==> config.mk <==
export PLATFORM = sky130hd
export DESIGN_NAME = snn_ensemble_controller
export DESIGN_NICKNAME = d
export VERILOG_FILES = /design/src/rtl/snn_ensemble_controller.sv
export SDC_FILE = /design/constraint.sdc
export NUM_CORES = 1
export LEC_CHECK = 0
export BUFFER_PORTS_ARGS = -buffer_cell sky130_fd_sc_hd__buf_2
export CAP_MARGIN = 20
export CORE_UTILIZATION = 45
export CTS_BUF_LIST = sky130_fd_sc_hd__clkbuf_4 sky130_fd_sc_hd__clkbuf_8 sky130_fd_sc_hd__clkbuf_16
export CTS_CLUSTER_SIZE = 12
export DETAILED_ROUTE_END_ITERATION = 8
export GPL_TIMING_DRIVEN = 1
export PLACE_DENSITY = 0.71
export SLEW_MARGIN = 25
export SYNTH_ARGS = -nofsm -noshare
export SYNTH_HDL_FRONTEND = slang
export SYNTH_SLANG_ARGS = --single-unit
==> constraint.sdc <==
create_clock -name clk -period 1.95 [get_ports clk]
set_clock_uncertainty 0.1 [all_clocks]
set_input_delay 0.2925 -clock clk [delete_from_list [all_inputs] [get_ports clk]]
set_output_delay 0.2925 -clock clk [all_outputs]
set_load 0.01 [all_outputs]
==> src/rtl/snn_ensemble_controller.sv <==
// Hidden-layer sequencer for the bin-ratio ensemble SNN: streams CSR rows on step 0, accumulate/settle on later steps.
// Optional cycle counter output perf_cycles is enabled by defining SNN_CTRL_PERF_CNT_EN.
module snn_ensemble_controller #(
   parameter int NUM_NEURONS = 40,
   parameter int NUM_STEPS   = 4,
   parameter int OFF_W       = 10,
   parameter int CSR_AW      = 14,
   parameter int VOL_W       = 16,
   parameter int INIT_VOL    = 63,
   parameter int ACC_DELAY   = 70,
   parameter int NA          = $clog2(NUM_NEURONS),
   parameter int SA          = $clog2(NUM_STEPS)
) (
   input  logic              clk,
   input  logic              rst_n,
   input  logic              pre_processing_done,
   input  logic              abort,
   input  logic [OFF_W-1:0]  off_set_value,
   output logic [NA-1:0]     offset_mem_addr,
   output logic [CSR_AW-1:0] csr_w_addr,
   output logic              w_n_a_valid,
   output logic              load_voltage,
   output logic              export_voltage,
   output logic              vol_mem_control,
   output logic [VOL_W-1:0]  init_mem_vol,
   output logic              arithm,
   output logic              current_step_finished,
   output logic              busy,
   output logic [SA-1:0]     step_idx
`ifdef SNN_CTRL_PERF_CNT_EN
   ,
   output logic [31:0]       perf_cycles
`endif
);

   localparam int DW = (ACC_DELAY > 1) ? $clog2(ACC_DELAY) : 1;
   localparam logic [NA-1:0]    LAST_NEURON = NA'(NUM_NEURONS - 1);
   localparam logic [SA-1:0]    LAST_STEP   = SA'(NUM_STEPS - 1);
   localparam logic [DW-1:0]    LAST_DELAY  = DW'(ACC_DELAY - 1);
   localparam logic [OFF_W-1:0] REM_ONE     = OFF_W'(1);

   typedef enum logic [3:0] {
      S_INIT,
      S_IDLE,
      S_PULL,
      S_FETCH_LD,
      S_FETCH_WAIT,
      S_FETCH_VALID,
      S_ACC_LD,
      S_ACC_OP,
      S_TIDY,
      S_DUMP0,
      S_DUMP1,
      S_DONE
   } state_t;

   state_t state;
   state_t next_state;

   logic [NA-1:0]    neuron_cnt;
   logic [OFF_W-1:0] rem_cnt;
   logic [DW-1:0]    delay_cnt;

   always_ff @(posedge clk) begin
      if (!rst_n || abort) begin
         state <= S_INIT;
      end else begin
         state <= next_state;
      end
   end

   // Counter updates mirror the state that is active during the cycle being closed.
   always_ff @(posedge clk) begin
      if (!rst_n || abort) begin
         neuron_cnt <= '0;
         step_idx   <= '0;
         csr_w_addr <= '0;
         rem_cnt    <= '0;
         delay_cnt  <= '0;
      end else begin
         case (state)
            S_INIT: begin
               if (neuron_cnt == LAST_NEURON) begin
                  neuron_cnt <= '0;
               end else begin
                  neuron_cnt <= neuron_cnt + 1'b1;
               end
            end
            S_FETCH_LD: begin
               rem_cnt <= off_set_value;
            end
            S_FETCH_VALID: begin
               csr_w_addr <= csr_w_addr + 1'b1;
               rem_cnt    <= rem_cnt - 1'b1;
            end
            S_TIDY: begin
               if (step_idx != '0) begin
                  if (delay_cnt == LAST_DELAY) begin
                     delay_cnt <= '0;
                  end else begin
                     delay_cnt <= delay_cnt + 1'b1;
                  end
               end
            end
            S_DUMP1: begin
               if (neuron_cnt == LAST_NEURON) begin
                  neuron_cnt <= '0;
                  csr_w_addr <= '0;
                  if (step_idx == LAST_STEP) begin
                     step_idx <= '0;
                  end else begin
                     step_idx <= step_idx + 1'b1;
                  end
               end else begin
                  neuron_cnt <= neuron_cnt + 1'b1;
               end
            end
            default: begin
            end
         endcase
      end
   end

   always_comb begin
      next_state            = state;
      offset_mem_addr       = '0;
      w_n_a_valid           = 1'b0;
      load_voltage          = 1'b0;
      export_voltage        = 1'b0;
      vol_mem_control       = 1'b0;
      init_mem_vol          = '0;
      arithm                = 1'b0;
      current_step_finished = 1'b0;
      case (state)
         S_INIT: begin
            vol_mem_control = 1'b1;
            init_mem_vol    = VOL_W'(INIT_VOL);
            offset_mem_addr = neuron_cnt;
            if (neuron_cnt == LAST_NEURON) begin
               next_state = S_IDLE;
            end
         end
         S_IDLE: begin
            offset_mem_addr = neuron_cnt;
            if (pre_processing_done) begin
               next_state = S_PULL;
            end
         end
         S_PULL: begin
            offset_mem_addr = neuron_cnt;
            next_state = (step_idx == '0) ? S_FETCH_LD : S_ACC_LD;
         end
         S_FETCH_LD: begin
            load_voltage = 1'b1;
            next_state = (off_set_value == '0) ? S_TIDY : S_FETCH_WAIT;
         end
         S_FETCH_WAIT: begin
            next_state = S_FETCH_VALID;
         end
         S_FETCH_VALID: begin
            w_n_a_valid = 1'b1;
            next_state = (rem_cnt == REM_ONE) ? S_TIDY : S_FETCH_WAIT;
         end
         S_ACC_LD: begin
            load_voltage = 1'b1;
            arithm       = 1'b1;
            w_n_a_valid  = 1'b1;
            next_state   = S_ACC_OP;
         end
         S_ACC_OP: begin
            arithm     = 1'b1;
            next_state = S_TIDY;
         end
         S_TIDY: begin
            if (step_idx == '0 || delay_cnt == LAST_DELAY) begin
               next_state = S_DUMP0;
            end
         end
         S_DUMP0: begin
            export_voltage = 1'b1;
            arithm         = (step_idx != '0);
            next_state     = S_DUMP1;
         end
         S_DUMP1: begin
            offset_mem_addr = neuron_cnt;
            if (neuron_cnt == LAST_NEURON && step_idx == LAST_STEP) begin
               next_state = S_DONE;
            end else begin
               next_state = S_PULL;
            end
         end
         S_DONE: begin
            current_step_finished = 1'b1;
            next_state = S_INIT;
         end
         default: begin
            next_state = S_INIT;
         end
      endcase
   end

   assign busy = (state != S_IDLE);

`ifdef SNN_CTRL_PERF_CNT_EN
   // Counts every cycle from the first PULL up to the DONE cycle and then freezes.
   always_ff @(posedge clk) begin
      if (!rst_n || abort) begin
         perf_cycles <= '0;
      end else if (state == S_IDLE && next_state == S_PULL) begin
         perf_cycles <= '0;
      end else if (state != S_INIT && state != S_IDLE && state != S_DONE &&
                   perf_cycles != 32'hFFFF_FFFF) begin
         perf_cycles <= perf_cycles + 32'd1;
      end
   end
`else
   // Plain build: no cycle counter.
`endif

endmodule

* Word level (Yosys, flattened, before mapping)
Cells that the tools add are included.
Word-level totals: logic and storage cells 72, memories kept 0, bits in writable memories 0, bits in read-only memories 0, bits in latches 0, register bits 43, output and inout bits 45
Operators by class: $add $sub $neg 5, equality and inequality tests 20, multiplexer cells 22, shifts and indexed selects 0, order comparisons 0, reductions and logical operators 19, $mul 0, div/mod/pow operators 0, bitwise gates (word level) 0
Operators by type and width (count):
- 4-bit case mux with 11 select lines | 1
- 14-bit case mux with 2 select lines | 1
- 4-bit 2-to-1 mux | 6
- 10-bit case mux with 2 select lines | 1
- 6-bit 2-to-1 mux | 3
- 4-bit by 3-bit == test with 1-bit output, second input constant | 4
- 4-bit == test, second input constant | 4
- 14-bit by 1-bit adder with 14-bit output, second input constant | 1
- 14-bit 2-to-1 mux | 1
- 10-bit by 1-bit == test with 1-bit output, second input constant | 1
- 10-bit zero test | 1
- 10-bit by 1-bit subtractor with 10-bit output, second input constant | 1
- 4-bit by 2-bit == test with 1-bit output, second input constant | 2
- 2-bit inequality test, second input constant | 4
- 2-bit OR reduction | 4
- 7-bit by 1-bit adder with 7-bit output, second input constant | 1
- 7-bit == test, second input constant | 1
- 7-bit 2-to-1 mux | 1
- 6-bit by 1-bit adder with 6-bit output, second input constant | 1
- 6-bit == test, second input constant | 1
- 2-bit AND reduction | 3
- 2-bit nonzero test | 3
- 1-bit 2-to-1 mux | 5
- 4-bit by 1-bit == test with 1-bit output, second input constant | 1
- other kinds (13) | 14

* Longest topological paths before layout
Gate-level depths: netlist (run 1).
depth after elaboration 4, depth in mapped cells 7

* Worst setup path before layout (run 1)
OpenSTA, ideal clock, no wires.
path type flip-flop to output port, from reg state[2], to out init_mem_vol[0], data required time 1.558 ns, setup slack -0.226 ns, arrival time 1.784 ns, path buffers 3, stages on the path, launching flop included 5, cell sequence dfxtp_1 -> buf_2 -> buf_1 -> nor4_1 -> buf_4
Between the ends: word-level cells in the longest chain between the ends 2
RTL lines:
- start, declared | line 57 | state_t state;
- start signal, assigned | line 68 | state <= next_state;
- 4-bit zero test | line 134 | case (state)
- 6-bit 2-to-1 mux | line 134
- end, declared | line 25 | output logic [VOL_W-1:0] init_mem_vol,
No other way between the ends.

* Worst setup path after layout (run 1)
from reg state[1], to out busy
Between the ends: word-level cells in the longest chain between the ends 1
RTL lines:
- 4-bit by 1-bit inequality test with 1-bit output | line 202 | assign busy = (state != S_IDLE);
- end, declared | line 28 | output logic busy,
No other way between the ends.

==> results of run 1 <==
==> per-layer routing <==
metal	up-vias	track usage	routed length [um]
met2	87	0.328	2650
li1	1251	-	-
met4	0	0.0815	89
met1	1100	0.256	2700
met5	-	0	0
met3	8	0.0353	376
==> repair_timing <==
action	4_1_cts	5_1_grt
gates resized for setup	10	16
gates cloned	0	0
pin swaps	0	1
setup endpoints to repair	15	14
hold endpoints to repair	0	0
buffers inserted	1	2
hold buffers	0	0
==> worst reg2reg max path, stage by stage, from the launching register on <==
cell	delay, ps
dfxtp_1	330
inv_1	70
ha_1	150
or3b_4	400
or3_1	370
mux2_2	280
a21oi_1	130
==> placed cells by master (no fill, tap or decap), types with 2 or more instances in the layout <==
master / instances
xnor2_1: 11
or3_1: 5
and2_1: 8
nand2_1: 23
and4bb_2: 2
ha_1: 8
buf_2: 48
inv_1: 8
a22oi_1: 2
a221oi_1: 2
nor2b_1: 2
a32oi_1: 2
a31oi_1: 2
clkinv_2: 3
dfxtp_1: 38
conb_1: 10
nor3_1: 13
a311oi_1: 3
nand3_1: 12
or3b_1: 2
nand2b_1: 4
nor2_1: 42
clkbuf_8: 5
nand3b_1: 4
nor4_2: 5
o21ai_0: 10
dfxtp_2: 3
buf_6: 3
xor2_1: 5
nor4_1: 3
nor4_4: 2
dfxtp_4: 2
and3_1: 5
a211oi_1: 3
nand4_1: 6
buf_4: 28
nand2b_4: 2
a21oi_1: 23
mux2_2: 2
==> state kept, by name, indices dropped and copies added, names as in the netlist <==
register	count
csr_w_addr	14
delay_cnt	7
neuron_cnt	6
rem_cnt	10
state	4
step_idx	2
==> metrics by stage <==
| step | total power [mW] | setup WS (ps) | cell area (sq um) |
|---|---|---|---|
| floorplan | 0.946 | 49.0 | 2640 |
| global placement | 0.961 | 89.7 | 2990 |
| detailed placement | 0.962 | 47.7 | 2990 |
| CTS | 1.52 | 8.35 | 3120 |
| global route | 1.55 | -39.0 | 3200 |
| finish | 1.49 | 29.4 | 3200 |
==> worst max-delay path by stage <==
stage,to,slack (ps),cells after the start
finish,busy,30,5
global route,busy,-40,5
CTS,arithm,8,5
detailed placement,rem_cnt[6]$_SDFFE_PP0P_,50,6
global placement,rem_cnt[6]$_SDFFE_PP0P_,90,6
floorplan,delay_cnt[3]$_SDFFE_PP0P_,50,6
==> cells by family (layout without fill, tap and decap cells) <==
family,count (synthesis),count (layout),share of synthesized area
XOR/XNOR,16,16,0.0539
flip-flops,43,43,0.331
AND/OR/NAND/NOR,153,153,0.322
AO/OA/AOI/OAI,60,60,0.155
buffers and inverters,38,95,0.0853
multiplexers,3,3,0.0125
adder cells (fa/ha/maj),8,8,0.0385
other,1,10,0.00144
==> layout make-up <==
type / instances / area share
clock buffers: 5 / 0.0215
clock inverters: 3 / 0.00469
inverters: 8 / 0.00939
multi-input cells: 250 / 0.512
flip-flops and latches: 43 / 0.273
well taps: 72 / 0.0282
repair buffers: 79 / 0.151
==> power by group <==
| part | internal (mW) | switching [mW] | total [mW] |
|---|---|---|---|
| Clock | 0.245 | 0.308 | 0.553 |
| Combinational | 0.0216 | 0.0382 | 0.0597 |
| Sequential | 0.876 | 0.00139 | 0.878 |
==> flow_metrics.py, run 1 <==
metrics = {
    "worst_setup_path": {
        "critPathArrivalTime_ps": 1530,
        "end_kind": "primary output",
        "r2r-start": "rem_cnt[1]$_SDFFE_PP0P_",
        "path_delay_family": "simple AND/OR/NAND/NOR gates",
        "crit_type": "flop to primary output",
        "path_cells": "buf_6, nand2b_4, buf_6, or3_1, buf_2",
        "reg2reg_to": "rem_cnt[4]$_SDFFE_PP0P_",
        "slowest_delay_ps": 350,
        "worstPathRequired_ps": 1560,
        "cp_max_fo": 6,
        "cpMostUsedCell": "buf_6",
        "startpoint": "state[1]$_SDFFE_PP0P_",
        "r2r_slack_ps": 60,
        "cp.buffers_inverters": 3,
        "cp_slowest_cell": "dfxtp_4",
        "start_kind": "flop",
        "r2r_cells": 6,
    },
    "synth": {
        "synth-edff-count": 0,
        "avgSynthCellArea_sq_um": 8.07,
        "synthCells": 322,
        "synth_top_flop_cell": "dfxtp_1",
        "synth_cell_type_count": 59,
        "synth_top_area_share": 0.331,
        "synthArstFlopShare": 0,
        "ys_seq_area_frac": 0.331,
        "synth_area_sq_mm": 0.00260,
        "post-synth-top-count-cell": "dfxtp_1",
        "synth_top_cell_by_area": "dfxtp_1",
        "synthTopCellsByArea": "dfxtp_1, nor2_1, buf_4",
        "synth_seq_cells": 43,
        "synth_commonest_cells": "dfxtp_1, nor2_1, nand2_1",
        "ys_warn_count": 0,
    },
    "flow_run": {
        "max-cap-violations": 0,
    },
    "worst_hold_path": {
        "hold_class": "primary input to flop",
        "hold_start": "off_set_value[3]",
        "min_to": "rem_cnt[3]$_SDFFE_PP0P_",
        "min_path_cells": 3,
    },
    "timing": {
        "period_needed_ps": 1920,
        "relSlewSlack": 0.586,
        "setup_viol": 0,
        "hold_ws_ps": 155,
        "rsz0062_at_grt": "true",
        "tns_ps": 0,
        "worst_pin_slew_ps": 621,
        "max_clock_freq_ghz": 0.521,
        "hold_viol_final": 0,
        "post-route-period-util": 0.985,
        "drv_slew": 0,
    },
    "cts": {
        "clkTransAtPathRegs_ps": 80,
        "clockBufferDepth": 2,
        "numCtsBuffers": 5,
        "clock_sinks": 43,
        "insertion_delay_ps": 300,
        "cts_root_buffer": "clkbuf_8",
        "h-tree-depth": 2,
        "cts_tree": "yes",
    },
    "routing": {
        "via_count": 2446,
        "drtIter0Drc": 153,
        "wl_per_cell_um": 12.6,
        "wl_um": 5810,
        "via_per_inst": 5.32,
        "ant_nets": 0,
        "drt-pass1-iter-count": 4,
        "drc_errors": 0,
    },
    "layout": {
        "multi_input_area_sq_mm": 0.00164,
        "antennaDiodeCount": 0,
        "fin_util": 0.577,
        "drive_above_1_share": 0.302,
        "nets": 409,
        "stdcell_count": 460,
        "fillers": 510,
        "ff_latch_area_sq_um": 872,
        "area_delta_synth_final_pct": 23.1,
    },
    "floorplanning": {
        "die_w_um": 78.0,
        "num_rows": 27,
        "core_area_sq_mm": 0.00554,
        "chipHeight_um": 78.0,
        "start_util": 0.469,
        "die-area_sq_mm": 0.00608,
        "num_io_pins": 59,
    },
    "pwr": {
        "leakage_nw": 1.26,
        "vdd_drop_max_v": 0.000256,
        "p_per_area_mw_per_mm2": 466,
    },
    "grt": {
        "grt_max_degree": 16,
        "antenna_found_initial": 0,
        "grt_pass1_wl_um": 9760,
        "grt_usage": 0.199,
        "grt_pass1_vias": 2154,
        "grt_overflow_total": 0,
    },
    "place": {
        "place_hpwl_um": 4300,
        "io_buffers": 48,
        "placed_cells": 449,
        "gp_congestion": 0.838,
    },
    "status": {
        "status": "finished, final reports clean",
    },
}
(Power assumes the default switching activity.)
==> run 2, diff against run 1 <==
Settings changed: ABC_AREA from default to 1, CAP_MARGIN 20 to default, PLACE_DENSITY 0.71 to 0.68.
Clock period 1.95 ns to 1.9 ns, I/O delays scaled along.
==> run 2 against run 1 <==
Net effect:
- sequential power up 3.0%
- via count rose by 13%
- sequential cell count is the same
- wire length grew 6.5%
- first-iteration DRC count decreased by 12%
- power increased by 4.9%
- worst hold slack worse by 21 ps
- critical endpoint is now offset_mem_addr[3]
- register-to-register slack better by 130 ps
==> flow_metrics.py, run 2 <==
metrics = {
    "status": {
        "status": "finished, final reports clean",
    },
    "layout": {
        "reg_top3": "csr_w_addr (14), rem_cnt (10), delay_cnt (7)",
        "nets": 501,
        "fin_area_sq_mm": 0.00311,
        "final_common_cell": "nand2_1",
        "largest_reg_flops": 14,
        "drive_above_1_share": 0.185,
        "final_cell_mix": "nand2_1, nor2_1, buf_2, inv_1, dfxtp_1",
        "fillers": 603,
        "largest_register": "csr_w_addr",
        "stdcell_count": 555,
        "antennaDiodeCount": 0,
        "fin_util": 0.525,
        "area_delta_synth_final_pct": 12.9,
    },
    "synth": {
        "synthTopCellsByArea": "dfxtp_1, nand2_1, nor2_1",
        "synth_top_flop_cell": "dfxtp_1",
        "synth_cell_type_count": 30,
        "synth_commonest_cells": "nand2_1, nor2_1, inv_1",
        "ys_seq_area_frac": 0.312,
        "synth_area_sq_mm": 0.00276,
        "synthArstFlopShare": 0,
        "synth_top_area_share": 0.312,
        "synth-edff-count": 0,
        "avgSynthCellArea_sq_um": 6.38,
        "ys_warn_count": 0,
        "synthCells": 432,
        "synth_seq_cells": 43,
        "post-synth-top-count-cell": "nand2_1",
        "synth_top_cell_by_area": "dfxtp_1",
    },
    "pwr": {
        "p_comb_frac": 0.040,
        "switching_power_mw": 0.369,
        "internal-power_mw": 1.19,
        "switching_share": 0.236,
        "p_per_area_mw_per_mm2": 503,
        "vdd_drop_max_v": 0.000323,
        "p_total_mw": 1.56,
        "p_seq_frac": 0.578,
        "clock_power_share": 0.382,
        "leakage_nw": 1.33,
    },
    "routing": {
        "drc_errors": 0,
        "ant_nets": 0,
        "wl_um": 6190,
        "drt-pass1-iter-count": 5,
        "via_count": 2767,
        "wl_per_cell_um": 11.2,
        "drtIter0Drc": 135,
        "via_per_inst": 4.99,
    },
    "timing": {
        "max_clock_freq_ghz": 0.537,
        "rsz0062_at_grt": "true",
        "hold_viol_final": 0,
        "hold_ws_ps": 134,
        "post-route-period-util": 0.981,
        "setup_viol": 0,
        "drv_slew": 0,
        "period_needed_ps": 1860,
    },
    "grt": {
        "grt_usage": 0.207,
        "antenna_found_initial": 0,
        "grt_pass1_vias": 2446,
        "grt_pass1_wl_um": 10500,
        "grt_max_degree": 24,
        "grt_overflow_total": 0,
    },
    "floorplanning": {
        "start_util": 0.465,
        "core_area_sq_mm": 0.00592,
        "num_io_pins": 59,
        "die_w_um": 80.2,
        "chipHeight_um": 80.2,
        "num_rows": 28,
        "die-area_sq_mm": 0.00644,
    },
    "worst_setup_path": {
        "end_kind": "primary output",
        "critPathArrivalTime_ps": 1480,
        "cp_max_fo": 6,
        "start_kind": "flop",
        "worstPathRequired_ps": 1510,
        "crit_type": "flop to primary output",
    },
    "cts": {
        "insertion_delay_ps": 300,
        "post-cts-setup-buffer-count": 0,
        "h-tree-depth": 2,
        "clockBufferDepth": 2,
        "clkTransAtPathRegs_ps": 90,
        "numCtsBuffers": 5,
        "cts_tree": "yes",
        "clock_sinks": 43,
        "cts_root_buffer": "clkbuf_8",
    },
    "place": {
        "place_hpwl_um": 4680,
        "placed_cells": 547,
        "placed_cell_area_sq_mm": 0.00301,
        "gp_congestion": 0.942,
        "io_buffers": 48,
    },
    "worst_hold_path": {
        "hold_class": "primary input to flop",
    },
    "flow_run": {
        "max-cap-violations": 0,
    },
}
==> run 2: final cells by class <==
type	instances	area (sq um)	area share
Multi-Input combinational cell	320	1570	0.506
Sequential cell	43	862	0.277
Timing Repair Buffer	54	285	0.0918
Inverter	55	206	0.0664
Tap cell	75	93.8	0.0302
Clock buffer	6	76.3	0.0245
Clock inverter	2	12.5	0.00402
==> run 2: power by group through the flow <==
stage	clock [mW]	combinational, mW	sequential (mW)
5_1_grt	0.659	0.0706	0.904
3_5_place_dp	0	0.0630	0.925
4_1_cts	0.623	0.0631	0.904
3_3_place_gp	0	0.0618	0.925
6_report	0.597	0.0624	0.904
2_1_floorplan	0	0.0488	0.925
==> run 2: logic make-up after synthesis <==
family	share of synthesized area
AO/OA/AOI/OAI	0.138
XOR/XNOR	0.0191
adder cells (fa/ha/maj)	0.0363
buffers and inverters	0.134
flip-flops	0.312
multiplexers	0.00363
other	0.00136
AND/OR/NAND/NOR	0.356
==> run 2: timing repair <==
action / CTS / global route
resized for setup: 1 / 3
endpoints found under the setup margin: 6 / 13
hold buffers: 0 / 0
cloned: 0 / 0
==> run 2: worst paths after layout <==
| path | cells after the start | start | slack, ps | end |
|---|---|---|---|---|
| worst max-delay path | 4 | state[1]$_SDFFE_PP0P_ | 40 | offset_mem_addr[3] |
| worst min-delay path | 3 | off_set_value[4] | 130 | rem_cnt[4]$_SDFFE_PP0P_ |
| worst max register to register | 8 | csr_w_addr[1]$_SDFFE_PP0P_ | 190 | csr_w_addr[6]$_SDFFE_PP0P_ |
| worst min register to register | 2 | rem_cnt[6]$_SDFFE_PP0P_ | 370 | rem_cnt[6]$_SDFFE_PP0P_ |
==> run 2: critical path: stages, from the launching register on <==
cell     delay (ps)
dfxtp_1         470
nand2_1         180
a21oi_2         310
nor2_1           70
buf_2           140
==> run 2: through the flow <==
stage               worst slack, ps  setup TNS, ps
finish                         36.4              0
global route                  -56.5           -578
CTS                            22.3              0
detailed placement              221              0
global placement                241              0
floorplan                       301              0
==> run 2: layer usage <==
metal / wire length (um) / up-vias / GRT usage / part of all wire
met4: 78 / 0 / 0.0839 / 0.013
li1: - / 1466 / - / -
met1: 2800 / 1223 / 0.251 / 0.45
met3: 330 / 7 / 0.0386 / 0.053
met2: 2980 / 71 / 0.357 / 0.48
met5: 0 / - / 0 / 0
